### src/rtl/elastic_rr_arb.sv
// elastic_rr_arb: round-robin merge of num_req_p valid/ready streams into one output stream.
// Define ELASTIC_RR_ARB_OUTREG_EN for a registered 1-cycle output stage; default is combinational.
module elastic_rr_arb #(
  parameter int unsigned width_p   = 8,
  parameter int unsigned num_req_p = 4
) (
  input  logic                           clk_i,
  input  logic                           reset_ni,
  input  logic [num_req_p-1:0]           valid_i,
  input  logic [num_req_p*width_p-1:0]   data_i,
  output logic [num_req_p-1:0]           ready_o,
  output logic                           valid_o,
  output logic [width_p-1:0]             data_o,
  output logic [$clog2(num_req_p)-1:0]   grant_id_o,
  input  logic                           ready_i
);

  localparam int unsigned IdW = $clog2(num_req_p);

  logic [IdW-1:0] ptr_q, ptr_d;
  logic           cand_vld;
  logic [IdW-1:0] cand_id;

  // First valid requester at or after ptr_q, wrapping at num_req_p-1.
  always_comb begin
    cand_vld = 1'b0;
    cand_id  = '0;
    for (int unsigned i = 0; i < num_req_p; i++) begin
      int unsigned idx;
      idx = (32'(ptr_q) + i) % num_req_p;
      if (!cand_vld && valid_i[IdW'(idx)]) begin
        cand_vld = 1'b1;
        cand_id  = IdW'(idx);
      end
    end
  end

  function automatic logic [IdW-1:0] next_ptr(input logic [IdW-1:0] id);
    return (32'(id) == num_req_p - 1) ? '0 : id + 1'b1;
  endfunction

`ifdef ELASTIC_RR_ARB_OUTREG_EN

  logic                 valid_q, valid_d;
  logic [IdW-1:0]       id_q, id_d;
  logic [width_p-1:0]   data_q, data_d;
  logic                 stage_ready;
  logic                 load;

  always_comb begin
    stage_ready = ~valid_q | ready_i;
    // Gated by reset so nothing is accepted while the stage is held clear.
    load        = reset_ni & cand_vld & stage_ready;
    ready_o     = '0;
    if (load) ready_o[cand_id] = 1'b1;
    valid_d     = load | ~stage_ready;
    id_d        = load ? cand_id : id_q;
    data_d      = load ? data_i[32'(cand_id)*width_p +: width_p] : data_q;
    ptr_d       = load ? next_ptr(cand_id) : ptr_q;
    valid_o     = valid_q;
    grant_id_o  = id_q;
    data_o      = data_q;
  end

  always_ff @(posedge clk_i or negedge reset_ni) begin
    if (!reset_ni) begin
      ptr_q   <= '0;
      valid_q <= 1'b0;
      id_q    <= '0;
    end else begin
      ptr_q   <= ptr_d;
      valid_q <= valid_d;
      id_q    <= id_d;
    end
  end

  always_ff @(posedge clk_i) begin
    data_q <= data_d;
  end

`else

  logic           lock_q, lock_d;
  logic [IdW-1:0] lock_id_q, lock_id_d;
  logic           gnt_vld;
  logic [IdW-1:0] gnt_id;
  logic           xfer;

  always_comb begin
    // A stalled offer stays pinned to its requester until it transfers.
    gnt_vld    = lock_q | cand_vld;
    gnt_id     = lock_q ? lock_id_q : cand_id;
    valid_o    = reset_ni & gnt_vld;
    grant_id_o = reset_ni ? gnt_id : '0;
    data_o     = data_i[32'(gnt_id)*width_p +: width_p];
    xfer       = valid_o & ready_i;
    ready_o    = '0;
    if (xfer) ready_o[gnt_id] = 1'b1;
    lock_d     = gnt_vld & ~ready_i;
    lock_id_d  = gnt_id;
    ptr_d      = xfer ? next_ptr(gnt_id) : ptr_q;
  end

  always_ff @(posedge clk_i or negedge reset_ni) begin
    if (!reset_ni) begin
      ptr_q     <= '0;
      lock_q    <= 1'b0;
      lock_id_q <= '0;
    end else begin
      ptr_q     <= ptr_d;
      lock_q    <= lock_d;
      lock_id_q <= lock_id_d;
    end
  end

`endif

endmodule

### config.mk
export PLATFORM = sky130hd
export DESIGN_NAME = elastic_rr_arb
export DESIGN_NICKNAME = d
export VERILOG_FILES = /design/src/rtl/elastic_rr_arb.sv
export SDC_FILE = /design/constraint.sdc
export NUM_CORES = 1
export LEC_CHECK = 0
export BUFFER_PORTS_ARGS = -buffer_cell sky130_fd_sc_hd__buf_4
export CAP_MARGIN = 20
export CELL_PAD_IN_SITES_DETAIL_PLACEMENT = 0
export CELL_PAD_IN_SITES_GLOBAL_PLACEMENT = 2
export CORE_AREA = 2 2 61 63
export CTS_BUF_LIST = sky130_fd_sc_hd__clkbuf_4
export CTS_CLUSTER_DIAMETER = 120
export CTS_CLUSTER_SIZE = 28
export DETAILED_ROUTE_END_ITERATION = 12
export DIE_AREA = 0 0 63 65
export PLACE_DENSITY_LB_ADDON = 0.1
export SLEW_MARGIN = 10
export SYNTH_ARGS = -nofsm -noshare
export SYNTH_HDL_FRONTEND = slang
export SYNTH_SLANG_ARGS = --single-unit
### constraint.sdc
create_clock -name clk_i -period 2.59 [get_ports clk_i]
set_input_delay 0.1295 -clock clk_i [delete_from_list [all_inputs] [get_ports clk_i]]
set_output_delay 0.1295 -clock clk_i [all_outputs]
set_load 0.02 [all_outputs]
==> impl_metrics.ini, run 1 <==
[outcome]
outcome = complete, no violations

[worst_setup_path]
cp_num_buf_inv = 2
r2r_start = ptr_q[0]$_DFFE_PN0P_
cp_common_cell = buf_4
crit_path_max_fanout = 14
worst_path_largest_cell_delay_ps = 530
crit_path_end_kind = output port
cp_top_family = compound AO/OA/AOI/OAI gates
crit_type = reg2out
timing.rr.end = ptr_q[1]$_DFFE_PN0P_
crit_arrival_ps = 2180
r2r_setup_slack_ps = 580
r2r_cells = 7
crit_chain = nand2b_1 > a21oi_1 > a2111oi_0 > a21o_1 > buf_4 > mux2i_1 > buf_4
worstPathRequired_ps = 2460
crit_slowest_cell = a2111oi_0
start_kind = flop

[yosys]
syn_inst = 77
synth.area.mux_share = 0.414
synth_simple_gate_area_frac = 0.178
syn_area_per_cell_um2 = 9.02
ys_seq_elements = 5
synthArstFlopShare = 1.00
synth_xor_area_frac = 0
ys_warn_count = 0
syn_area_um2 = 694
ys_seq_area_frac = 0.180
synth_top_family_by_area = multiplexers
synth_edf_count = 0
synth.distinct_cells = 28
synth-adder-area-share = 0.0180
synth-compound-area-share = 0.133
synth.net_count = 117
synth-main-ff-cell = dfrtp_1

[clock_tree]
clkTransAtPathRegs_ps = 40
cts_made_buffers = 3
clock-sinks = 5
htreeDepth = 1
cts_hold_buf = 1
postCtsSetupRepairBufs = 0
clock-root-buffer = clkbuf_4
ctsResizeCount = 0
clk_path_buf_depth = 2
worstSkewPairLatency_ps = 240
cts_tree = yes

[final_layout]
diodes = 0
drive_gt1_frac = 0.485
syn_to_final_growth_pct = 68.5
nFillCells = 383
fin_util = 0.335
final_cell_area_mm2 = 0.00117
nNetsFinal = 173

[sta]
worst_slew_pin_slew_ps = 553
finalSetupViolCount = 0
post-route-period-util = 0.893
fin_worst_skew_ps = 0.385
slew_violations = 0
fin_crit_ps = 2310
slew_headroom = 0.622
rsz0062_at_grt = no
setup_tns_ps = 0
hold_violations = 0
fmax_ghz = 0.432

[detailed_routing]
num_vias = 771
drc = 0
first_pass_iters = 3
drt-wirelength-per-cell_um = 11.0
drtIter0Drc = 35
final_antenna_net_count = 0
drt-vias-per-instance = 4.28
routed_wl_um = 1980

[floorplanning]
core_area_mm2 = 0.00350
die_h_um = 65
die-area_mm2 = 0.00410
die_w_um = 63
rows = 22
initial_core_util = 0.199
ios = 54

[global_routing]
grtUsageTotal = 0.100
overflow = 0
antenna_found_initial = 0
grt_max_degree = 21
grt_pass1_vias = 744
grt_pass1_wl_um = 3290

[placement]
place_area_mm2 = 0.00113
place_congestion = 0.739
portBuffers = 53
hpwl_um = 1590

[power]
irDropWorstVdd_mv = 0.221
power.density_mw_per_mm2 = 684
leakagePower_nw = 0.643

[min_path]
min_from = ready_i
min_path_cells = 2
hold_end = lock_q$_DFF_PN0_
holdCritPathClass = in2reg

[job]
cap_violations = 0
## cells in the final DEF (no fill, tap or decap), types with 3 or more instances in the layout
cell type / count
and2_1: 3
buf_4: 55
clkbuf_4: 4
dfrtp_1: 5
inv_1: 3
mux2i_1: 25
nand2_1: 3
nor2_1: 5
nor2b_1: 3
## metal layers
layer	GRT usage	share of wire	routed length, µm	up-vias
li1	-	-	-	394
met1	0.130	0.45	892	336
met2	0.149	0.44	863	37
met3	0.0278	0.094	186	4
met4	0.0583	0.019	38	0
met5	0	0	0	-
## logic make-up (layout without fill, tap and decap cells)
kind of cell / Yosys count / in the layout
adders and majority gates: 1 / 1
and+or+nand+nor: 23 / 23
AOI/OAI and AO/OA: 12 / 12
DFF: 5 / 5
buffers and inverters: 9 / 64
muxes: 27 / 27
## synthesized netlist by cell type (2+ instances only)
library cell  instances  share of area
a21o_1                2          0.022
a21oi_1               2          0.014
and2_1                3          0.027
buf_2                 3          0.022
buf_6                 2          0.032
dfrtp_1               5           0.18
inv_1                 3          0.016
mux2i_1              25           0.36
nand2_1               3          0.016
nand2b_1              2          0.018
nor2_1                5          0.027
nor2b_1               3          0.027
nor4_1                2          0.018
o21ai_1               2          0.014
o31ai_1               2          0.022
## how the worst max path moves through the flow
stage                         start         end  depth (start not counted)
2_1_floorplan  ptr_q[0]$_DFFE_PN0P_  ready_o[0]                          7
3_3_place_gp   ptr_q[0]$_DFFE_PN0P_   data_o[0]                          7
4_1_cts        ptr_q[0]$_DFFE_PN0P_   data_o[7]                          7
5_1_grt        ptr_q[0]$_DFFE_PN0P_   data_o[4]                          7
6_report       ptr_q[0]$_DFFE_PN0P_   data_o[0]                          7
3_5_place_dp   ptr_q[0]$_DFFE_PN0P_   data_o[7]                          7
## area by class of cell
cell class	instances	area [µm²]	area share
Tap cell	48	60.1	0.0513
Clock buffer	4	30.0	0.0257
Inverter	4	15.0	0.0128
Sequential cell	5	125	0.107
Timing Repair Buffer	56	423	0.361
Multi-Input combinational cell	63	517	0.442
## through the flow
stage,setup WS [ps],power [mW],hold slack [ps],std cells
2_1_floorplan,553,0.534,-166,77
3_3_place_gp,514,0.712,-50.8,175
3_5_place_dp,492,0.712,-48.0,175
4_1_cts,221,0.820,44.0,180
5_1_grt,27.2,0.864,50.2,180
6_report,277,0.800,50.6,180
## power by group
| group | switching (mW) | internal [mW] | total [mW] | leakage [nW] |
|---|---|---|---|---|
| clock | 0.0306 | 0.0686 | 0.0992 | 0.0184 |
| combinational | 0.277 | 0.283 | 0.560 | 0.564 |
| sequential | 0.0382 | 0.103 | 0.141 | 0.0609 |
| total | 0.346 | 0.454 | 0.800 | 0.643 |
## sequential cells by signal (all words and copies together), names as in the netlist
register   count
lock_id_q      2
ptr_q          2
lock_q         1
(Power assumes the default switching activity.)
==> inputs of run 2 (changes only) <==
- BUFFER_PORTS_ARGS: -buffer_cell sky130_fd_sc_hd__buf_4 -> -buffer_cell sky130_fd_sc_hd__buf_2
==> run 2 against run 1 <==
  * Power fell by 4.7%
  * Clock-buffer cell count unchanged
  * Die area stayed put
  * Non-clock buffer count grew 1
  * Worst hold slack improved by 4.6 ps
  * Register-to-register slack is essentially flat
  * Maximum frequency increased by 0.96%
  * Setup slack gained 22 ps
  * Critical path depth shrank 2
==> impl_metrics.ini, run 2 (synthesis results as in run 1) <==
[worst_setup_path]
crit_chain = mux4_2 > a211oi_4 > nor2_2 > and3_1 > buf_2
crit_path_max_fanout = 9
crit_slowest_cell = mux4_2
worstPathRequired_ps = 2460
crit_path_end_kind = output port
start_kind = flop
r2r_setup_slack_ps = 580
cp_num_buf_inv = 1
crit_arrival_ps = 2160
r2r_cells = 4
timing.rr.end = ptr_q[1]$_DFFE_PN0P_
r2r_start = ptr_q[1]$_DFFE_PN0P_
crit_type = reg2out
cp_top_family = multiplexers
cp.depth = 5
worst_path_largest_cell_delay_ps = 580

[final_layout]
fin_util = 0.302
final_common_cell = buf_2
drive_gt1_frac = 0.489
final_cells = 181
final_cell_area_mm2 = 0.00106
nNetsFinal = 174
diodes = 0
final_cell_mix = 53 x buf_2, 25 x mux2i_1, 5 x nor2_1, 5 x dfrtp_1, 4 x clkbuf_4
reg.largest.list = lock_id_q (2), ptr_q (2), lock_q (1)
syn_to_final_growth_pct = 52.3

[min_path]
hold_end = lock_q$_DFF_PN0_
min_path_cells = 2
min_from = ready_i
holdCritPathClass = in2reg

[placement]
place_congestion = 0.721
place_inst = 176
portBuffers = 53
place_ws_ps = 526
hpwl_um = 1630
place_area_mm2 = 0.00102

[sta]
fin_crit_ps = 2290
fmax_ghz = 0.436
slew_headroom = 0.759
fin_hold_ws_ps = 55.3
post-route-period-util = 0.885
slew_violations = 0
finalSetupViolCount = 0
fin_ws_ps = 298
rsz0062_at_grt = no
fin_worst_skew_ps = 0.968
worst_slew_pin_slew_ps = 353
hold_violations = 0
setup_tns_ps = 0

[floorplanning]
die-area_mm2 = 0.00410
ios = 54
core_area_mm2 = 0.00350
die_h_um = 65
initial_core_util = 0.199
rows = 22
die_w_um = 63

[job]
cap_violations = 0

[global_routing]
antenna_found_initial = 0
grt_max_degree = 21
grt_pass1_wl_um = 3300
grtUsageTotal = 0.101
grt_pass1_vias = 812
overflow = 0

[power]
pwr-share-clk = 0.128
pwr-share-seq = 0.186
irDropWorstVdd_mv = 0.265
netSwitchingFraction = 0.448
power.density_mw_per_mm2 = 721
finalPower_mw = 0.763
intPower_mw = 0.421
leakagePower_nw = 0.612
power_frac_comb = 0.687
net-switching-power_mw = 0.342

[detailed_routing]
num_vias = 786
first_pass_iters = 2
drt-wirelength-per-cell_um = 10.9
drt-vias-per-instance = 4.34
drtIter0Drc = 48
final_antenna_net_count = 0
drc = 0
routed_wl_um = 1970

[clock_tree]
worstSkewPairLatency_ps = 230
clkTransAtPathRegs_ps = 40
cts_tree = yes
clock-root-buffer = clkbuf_4
clk_path_buf_depth = 2
htreeDepth = 1
cts_hold_buf = 1
clock-sinks = 5
cts_made_buffers = 3
ctsResizeCount = 0
postCtsSetupRepairBufs = 0

[outcome]
outcome = complete, no violations
run 2: metal layers:
metal / track usage / vias to the layer above / wire length [µm]
li1: - / 397 / -
met1: 0.114 / 352 / 792
met2: 0.181 / 35 / 1000
met3: 0.0278 / 2 / 163
met4: 0.0417 / 0 / 14
met5: 0 / - / 0
run 2: power groups by stage:
stage          clock, mW  combinational, mW  sequential, mW
2_1_floorplan          0              0.421           0.113
3_3_place_gp           0              0.532           0.144
3_5_place_dp           0              0.532           0.144
4_1_cts            0.102              0.536           0.143
5_1_grt            0.110              0.577           0.147
6_report          0.0975              0.524           0.142
run 2: worst reg2reg max path, cell delays in order, from the launching register on:
cell,delay [ps]
dfrtp_1,510
mux4_2,580
a211oi_4,390
nor2_2,110
mux2_4,300
run 2: how the worst max path moves through the flow:
| stage | startpoint | endpoint | slack (ps) |
|---|---|---|---|
| floorplan | ptr_q[0]$_DFFE_PN0P_ | ready_o[0] | 550 |
| global placement | ptr_q[1]$_DFFE_PN0P_ | ready_o[1] | 520 |
| detailed placement | ptr_q[1]$_DFFE_PN0P_ | ready_o[1] | 530 |
| CTS | ptr_q[0]$_DFFE_PN0P_ | data_o[0] | 260 |
| global route | ptr_q[0]$_DFFE_PN0P_ | data_o[4] | 70 |
| finish | ptr_q[1]$_DFFE_PN0P_ | ready_o[1] | 300 |
run 2: cell type report:
type | count | area [µm²]
inverters | 4 | 15.0
flip-flops and latches | 5 | 125
clock buffers | 4 | 30.0
fillers | 399 | 2440
repair buffers | 57 | 310
multi-input cells | 63 | 517
well taps | 48 | 60.1
